## src/rtl/pushbutton_rgb_ctrl.sv

```systemverilog
// pushbutton_rgb_ctrl: debounced push-button events driving a five-colour active-low RGB LED state machine
module pushbutton_rgb_ctrl #(
  parameter int DEBOUNCE_CYCLES = 240000,
  parameter int LONG_CYCLES     = 12000000
) (
  input  logic clk,
  input  logic rst_n,
  input  logic btn_n_i,
  output logic btn_state_o,
  output logic press_o,
  output logic release_o,
  output logic long_press_o,
  output logic redled_o,
  output logic greenled_o,
  output logic blueled_o
);
  localparam int DW = $clog2(DEBOUNCE_CYCLES) + 1;
  localparam int HW = $clog2(LONG_CYCLES) + 1;
  localparam logic [DW-1:0] DB_LAST   = DW'(DEBOUNCE_CYCLES - 1);
  localparam logic [HW-1:0] HOLD_LAST = HW'(LONG_CYCLES - 1);
  localparam logic [HW-1:0] HOLD_MAX  = HW'(LONG_CYCLES);
  localparam logic [2:0] S_OFF   = 3'd0;
  localparam logic [2:0] S_RED   = 3'd1;
  localparam logic [2:0] S_GREEN = 3'd2;
  localparam logic [2:0] S_BLUE  = 3'd3;
  localparam logic [2:0] S_WHITE = 3'd4;

  logic          sync1_q, sync2_q, sync, diff, db_done;
  logic [DW-1:0] db_cnt_q, db_cnt_d;
  logic [HW-1:0] hold_q, hold_d;
  logic          btn_q, btn_d, press_q, press_d, rel_q, rel_d, long_q, long_d, fired_q, fired_d;
  logic [2:0]    st_q, st_d, led_q, led_d;

  always_comb begin
    sync     = ~sync2_q;
    diff     = sync != btn_q;
    db_done  = diff && db_cnt_q == DB_LAST;
    db_cnt_d = (diff && !db_done) ? db_cnt_q + DW'(1) : '0;
    btn_d    = db_done ? sync : btn_q;
    press_d  = db_done && sync;
    rel_d    = db_done && !sync;
    long_d   = btn_q && hold_q == HOLD_LAST;
    // saturate one past the firing value so a long hold fires exactly once
    hold_d   = press_d ? '0 : (btn_q && hold_q != HOLD_MAX) ? hold_q + HW'(1) : hold_q;
    fired_d  = rel_d ? 1'b0 : long_d ? 1'b1 : fired_q;
    st_d     = long_d ? S_OFF :
               (rel_d && !fired_q) ? ((st_q == S_WHITE) ? S_OFF : st_q + 3'd1) : st_q;
    led_d    = (st_d == S_OFF)   ? 3'b111 :
               (st_d == S_RED)   ? 3'b011 :
               (st_d == S_GREEN) ? 3'b101 :
               (st_d == S_BLUE)  ? 3'b110 : 3'b000;
  end

  always_ff @(posedge clk or negedge rst_n) begin
    if (!rst_n) begin
      sync1_q  <= 1'b1;
      sync2_q  <= 1'b1;
      db_cnt_q <= '0;
      hold_q   <= '0;
      btn_q    <= 1'b0;
      press_q  <= 1'b0;
      rel_q    <= 1'b0;
      long_q   <= 1'b0;
      fired_q  <= 1'b0;
      st_q     <= S_OFF;
      led_q    <= 3'b111;
    end else begin
      sync1_q  <= btn_n_i;
      sync2_q  <= sync1_q;
      db_cnt_q <= db_cnt_d;
      hold_q   <= hold_d;
      btn_q    <= btn_d;
      press_q  <= press_d;
      rel_q    <= rel_d;
      long_q   <= long_d;
      fired_q  <= fired_d;
      st_q     <= st_d;
      led_q    <= led_d;
    end
  end

  assign btn_state_o  = btn_q;
  assign press_o      = press_q;
  assign release_o    = rel_q;
  assign long_press_o = long_q;
  assign {redled_o, greenled_o, blueled_o} = led_q;
endmodule

```

## config.mk

```make
export PLATFORM = sky130hd
export DESIGN_NAME = pushbutton_rgb_ctrl
export DESIGN_NICKNAME = d
export VERILOG_FILES = /design/src/rtl/pushbutton_rgb_ctrl.sv
export SDC_FILE = /design/constraint.sdc
export NUM_CORES = 1
export LEC_CHECK = 0
export ABC_AREA = 1
export BUFFER_PORTS_ARGS = -buffer_cell sky130_fd_sc_hd__buf_2
export CAP_MARGIN = 15
export CORE_MARGIN = 3
export CORE_UTILIZATION = 57
export DETAILED_ROUTE_END_ITERATION = 7
export HOLD_SLACK_MARGIN = 0.02
export PLACE_DENSITY = 0.74
export SLEW_MARGIN = 20
export SYNTH_ARGS = -nofsm -noshare
export SYNTH_HDL_FRONTEND = slang
export SYNTH_SLANG_ARGS = --single-unit
```

## constraint.sdc

```tcl
create_clock -name clk -period 2.15 [get_ports clk]
set_input_delay 0.1075 -clock clk [delete_from_list [all_inputs] [get_ports clk]]
set_output_delay 0.1075 -clock clk [all_outputs]
set_load 0.02 [all_outputs]
```

==> run metrics, run 1 <==
status complete, no violations; post-synth cell types 34; mux cell area share after synthesis 0; Slew Limit Fails 0; Hold Violations, Final 0; pwr dens 531.5 mW/mm^2; FF-to-FF Start db_cnt_q[0]; Max IR drop VDD 0.3668 mV; critical path startpoint category flip-flop; largest area contributor in the netlist dfrtp_1; CP Capture Type flip-flop; post-DP HPWL 5232 um; CP max stage delay 0.37 ns; # diodes 0; CTS Root Cell clkbuf_8; post-synthesis xor/xnor area fraction 0.07151; largest family of logic cells by synthesized area simple AND/OR/NAND/NOR gates; skew final 0.01087 ns; Primary FF master, synth dfrtp_1; CP startpoint db_cnt_q[0]; # setup viols final 0; share of the yosys chip area belonging to registers 0.4177; utilization after layout 0.6561; Synth Area in Simple Gates 0.3710; synthesized area 0.003430 sq mm; DRC Markers 0; vias per std cell 5.216; # clock sinks 57; Rows 27; fill count 512; first-pass GRT wire length 12680 um; vias in the first global route 2805; largest net degree at the start of global routing 58; Syn Inst Count 442; reg-to-reg slack, setup 0.28 ns; Adder-Cell Fraction of Synth Area 0.01824; yosys warns 0; total negative slack 0 ns; Synth Area in Compound Gates 0.03356; DRT Wirelength 7097 um; Max transition margin 0.5430; TritonRoute pass-1 iters 4; Final WS setup 0.2786 ns; CP Max Fanout 22; Storage cell area 0.001433 sq mm; pre-CTS WS 0.2659 ns; IO buf count 9; area delta synth->final 8.573%; unrepaired setup endpoints after global routing false; CP max stage cell dfrtp_1; Die ar. 0.006983 sq mm; worst r2r dst hold_q[2]; initial cell density of the core 0.6043; WL per Instance 13.19 um; top-area cell type share of the netlist area 0.3794; GRT Overall Usage 0.2250; max_cap viols 0; Clk Latency, worst-skew pair 0.33 ns; IO Count 10; die width 83.57 um; Synthesized Nets 450; CTS H-tree depth 3; measured slew at the worst slew-check pin 0.6856 ns; share of layout cells above drive strength 1 0.1524; Tmin final 1.871 ns; via count 2806; CTS tree built; reg2reg path depth 11; die height 83.57 um; RD Place Congestion 0.9540; Nets 470; Tcrit/Tclk final 0.8704; synth top area cells dfrtp_1, nand2_1, nand3_1; Setup CP Type reg -> reg; ys async rst share 1.000; cts bufs inserted 9; Most Frequent Cell on Critical Path nand2_2; cell chain of the critical path ha_1 > nand2_2 > nor2_4 > inv_2 > nor3_2 > nand4_2 > nor2_1 > nand2_2 > buf_4 > nand3_1 > o21ai_0; Critical Path RT 2.36 ns; Post-synth EDFFs 0; crit path to hold_q[2]; initial DRC count 178; largest buffer count on any clock path 2; clock-pin slew on the worst setup and hold paths 0.07 ns; critical path arrival 2.08 ns; FF+latch count, synth 57; worst hold path class reg -> reg; Congestion Overflow GR 0; syn avg cell area 7.759 sq um; total core area 0.005675 sq mm; Pleak 1.755 nW; Post-DRT Antenna Nets 0; initial antenna violation count 0; f_max 534.4 MHz; area taken by multi-input logic gates 0.001695 sq mm
==> placed cells by master (no fill, tap or decap), drive strengths merged <==
master,instances
a21oi,4
a31oi,1
buf,14
clkbuf,12
clkinv,4
dfrtp,52
dfstp,5
dlygate4sd3,2
ha,5
inv,62
nand2,100
nand3,56
nand3b,1
nand4,12
nor2,59
nor3,24
nor3b,5
nor4,2
o21ai,17
or2,1
xnor2,5
xor2,23
==> power by group <==
part | total, W | leakage, nW | switching (W) | internal, W
clock network | 0.000848 | 0.0862 | 0.000407 | 0.000441
registers | 0.00109 | 0.777 | 0.00000455 | 0.00108
logic | 0.0000455 | 0.892 | 0.0000333 | 0.0000122
==> Yosys cell counts, types with 3 or more instances <==
master	number
nor3_1	23
inv_1	53
o21ai_0	5
xnor2_1	5
nand2_1	94
dfrtp_1	52
nand3_2	14
nor2_1	53
dfstp_2	5
nor2_2	4
nand4_1	11
inv_2	8
o21ai_1	11
nand2_2	3
nand3_1	42
ha_1	5
nor3b_1	5
nand2_4	3
xor2_1	23
a21oi_1	4
==> worst min-delay path by stage <==
| stage | startpoint | to | slack [ns] | cells past startpoint |
|---|---|---|---|---|
| 2_1_floorplan | rst_n | btn_state_o | -0.19 | 0 |
| 3_3_place_gp | btn_n_i | sync1_q | 0.21 | 1 |
| 3_5_place_dp | btn_n_i | sync1_q | 0.21 | 1 |
| 4_1_cts | sync1_q | sync2_q | 0.36 | 0 |
| 5_1_grt | sync1_q | sync2_q | 0.36 | 0 |
| 6_report | sync1_q | sync2_q | 0.36 | 0 |
==> cells by family (layout without fill, tap and decap cells) <==
logic type                 after synthesis  in the layout
AOI/OAI and AO/OA                       22             22
xor gates and xnor gates                28             28
adders and majority gates                5              5
buffers and inverters                   70             94
DFF                                     57             57
and+or+nand+nor                        260            260
==> per-stage QoR <==
step | cell area [sq um] | power [W] | hold slack (ns) | cells
CTS | 3724 | 0.002006 | 0.3590 | 538
global route | 3724 | 0.002061 | 0.3645 | 538
finish | 3724 | 0.001979 | 0.3568 | 538
detailed placement | 3540 | 0.001149 | 0.2148 | 521
global placement | 3540 | 0.001148 | 0.2133 | 521
floorplan | 3430 | 0.001119 | -0.1881 | 442
==> flip-flops by register name (all words and copies together) (netlist names) <==
name	count
release_o	1
long_press_o	1
sync2_q	1
db_cnt_q	19
sync1_q	1
st_q	3
press_o	1
led_q	3
hold_q	25
btn_state_o	1
fired_q	1
==> worst max-delay path: cells and delay by family, from the launching register on <==
| kind | cells | cell delay (ns) |
|---|---|---|
| adders and majority gates | 1 | 0.21 |
| buffers and inverters | 2 | 0.30 |
| DFF | 1 | 0.37 |
| AOI/OAI and AO/OA | 1 | 0.07 |
| and+or+nand+nor | 7 | 0.77 |
==> area by class of cell <==
class | count | share of cell area
clock buffer | 12 | 0.03898
clock inverter | 3 | 0.005040
inverter | 63 | 0.06418
multi-input combinational | 315 | 0.4553
sequential | 57 | 0.3847
tap | 72 | 0.02419
timing repair buffer | 16 | 0.02755
==> per-layer routing <==
metal	vias up	track usage	share of wire
met5	-	0	0
met4	0	0.09942	0.023
met3	14	0.03751	0.033
met2	50	0.3471	0.43
met1	1289	0.3114	0.51
li1	1453	-	-
==> timing repair <==
| action | CTS | global route |
|---|---|---|
| buffers inserted | 0 | 0 |
| gates resized for setup | 0 | 0 |
| endpoints found under the setup margin | 0 | 0 |
| hold buffers | 2 | 0 |
| endpoints found under the hold margin | 53 | 0 |
(Power assumes the default switching activity.)
==> run 2: changes to the inputs <==
==> constraint.sdc (replaced) <==
create_clock -name clk -period 1.83 [get_ports clk]
set_input_delay 0.0915 -clock clk [delete_from_list [all_inputs] [get_ports clk]]
set_output_delay 0.0915 -clock clk [all_outputs]
set_load 0.02 [all_outputs]
==> run 2 against run 1 <==
Non-clock buffer count increased by 13. Fmax increased by 9.0%. Hold slack got worse by 0.15 ns.
==> run metrics, run 2 (synthesis results as in run 1) <==
Clk Latency, worst-skew pair 0.33 ns (about the same); largest net degree at the start of global routing 24 (-59%); die width 83.57 um (unchanged); pwr dens 615.5 mW/mm^2 (+16%); CTS Root Cell clkbuf_8; CP max stage delay 0.40 ns (+0.03 ns); via count 2971 (+5.9%); Die ar. 0.006983 sq mm (unchanged); Critical Path RT 2.05 ns (-0.31 ns); max FFs per register 25 (unchanged); fin cells 551 (+2.4%); Tcrit/Tclk final 0.9385 (+0.06809); initial antenna violation count 0 (unchanged); unrepaired setup endpoints after global routing true; cell chain of the critical path ha_4 > nand2_2 > nor2_4 > inv_2 > nor3_4 > nand4_2 > nor2_2 > nand2_2 > buf_12 > nand3_1 > o21ai_1; TritonRoute pass-1 iters 6 (+2); share of layout cells above drive strength 1 0.1942 (+0.04179); cts bufs inserted 9 (unchanged); # diodes 0 (unchanged); fill count 485 (-5.3%); worst path buffer plus inverter count 2 (unchanged); total negative slack 0 ns (unchanged); CP Capture Type flip-flop; dpl cells 528 (+1.3%); initial cell density of the core 0.6043 (unchanged); Slew Limit Fails 0 (unchanged); vias in the first global route 2873 (+2.4%); CP startpoint db_cnt_q[0]; # clock sinks 57 (unchanged); Setup CP Type reg -> reg; CTS tree built; Largest delay share family, worst path simple AND/OR/NAND/NOR gates; DRT Wirelength 7419 um (+4.5%); Post-DRT Antenna Nets 0 (unchanged); Rows 27 (unchanged); FF-to-FF Start db_cnt_q[0]; initial DRC count 310 (+74%); worst hold path class in -> async; area delta synth->final 14.19%; Biggest register hold_q; Max transition margin 0.6419 (+0.09891); Max IR drop VDD 0.6248 mV (+70%); Tmin final 1.717 ns (-0.1539 ns); CP Max Fanout 23 (+4.5%); largest buffer count on any clock path 2 (unchanged); utilization after layout 0.6900 (+0.03395); GRT Overall Usage 0.2245 (-0.0004852); CP max stage cell dfrtp_1; skew final 0.009515 ns (-0.001356 ns); WL per Instance 13.46 um (+2.1%); DRC Markers 0 (unchanged); IO Count 10 (unchanged); f_max 582.3 MHz (+9.0%); total core area 0.005675 sq mm (unchanged); Congestion Overflow GR 0 (unchanged); measured slew at the worst slew-check pin 0.5352 ns (-0.1504 ns); vias per std cell 5.392 (+3.4%); die height 83.57 um (unchanged); Hold Violations, Final 0 (unchanged); IO buf count 9 (unchanged); status complete, no violations; most frequent cells in the layout nand2_1, inv_1, nor2_1, dfrtp_1, nand3_1; Nets 483 (+2.8%); critical path arrival 1.93 ns (-0.15 ns); Most Frequent Cell on Critical Path nand2_2; CTS H-tree depth 3 (unchanged); Pleak 1.853 nW (+5.6%); clock-pin slew on the worst setup and hold paths 0.07 ns (about the same); first-pass GRT wire length 12920 um (+1.8%); # setup viols final 0 (unchanged); largest registers hold_q: 25 flops, db_cnt_q: 19 flops; RD Place Congestion 0.9536 (about the same); critical path startpoint category flip-flop; most common cell after layout, fill and taps aside nand2_1; post-DP HPWL 5395 um (+3.1%); max_cap viols 0 (unchanged)
[run 2: cell count changes in the layout (fill, tap and decap cells not counted), sizes merged]
cell	delta
buf	+13
clkbuf	+1
clkinvlp	+1
clkinv	-2
[run 2: repair_timing]
action,in CTS,in global routing
endpoints found under the setup margin,0,46
hold buffers,2,0
setup buffers,0,6
gates resized for setup,0,12
endpoints found under the hold margin,17,0
[run 2: path summary, 6_finish.rpt]
path / endpoint / slack [ns] / cells after the start
max in group asynchronous: led_q[2] / 0.98 / 3
min in group clk: sync2_q / 0.36 / 0
min: hold_q[5] / 0.21 / 2
min reg2reg: sync2_q / 0.36 / 0
max: hold_q[19] / 0.11 / 11
max reg2reg: hold_q[19] / 0.11 / 11
[run 2: routing by layer]
metal  vias up  GRT usage  share of wire
li1       1482          -              -
met1      1371     0.3209           0.48
met2        96     0.3398           0.44
met3        22    0.03060          0.045
met4         0    0.09942          0.028
met5         -          0              0
[run 2: worst reg2reg max path: cells and delay by family (launching register included)]
kind | cells | cell delay (ns)
AO/OA/AOI/OAI | 1 | 0.06
adder cells (fa/ha/maj) | 1 | 0.16
buffers and inverters | 2 | 0.24
flip-flops | 1 | 0.40
AND/OR/NAND/NOR | 7 | 0.74
[run 2: cell type report]
| type | count | area, sq um | share of cell area |
|---|---|---|---|
| repair buffers | 29 | 212.7 | 0.05431 |
| multi-input cells | 315 | 1760 | 0.4495 |
| clock buffers | 13 | 168.9 | 0.04313 |
| inverters | 63 | 239.0 | 0.06102 |
| flip-flops and latches | 57 | 1433 | 0.3658 |
| clock inverters | 2 | 12.51 | 0.003195 |
| well taps | 72 | 90.09 | 0.02300 |
[run 2: stage by stage]
stage / total power (W) / hold WS (ns) / area (sq um) / setup slack (ns)
after global routing: 0.002502 / 0.2502 / 3916 / -0.08336
after floorplan: 0.001315 / -0.2041 / 3430 / 0.2250
after detailed placement: 0.001349 / 0.03705 / 3605 / 0.04714
after CTS: 0.002433 / 0.2163 / 3806 / 0.03297
final: 0.002410 / 0.2063 / 3916 / 0.1125
after global placement: 0.001347 / 0.03488 / 3605 / 0.1160
[run 2: where the power goes]
group          internal [W]  total [W]  switching (W)
sequential          0.00127    0.00128     0.00000745
combinational     0.0000169  0.0000575      0.0000405
clock              0.000593    0.00108       0.000483
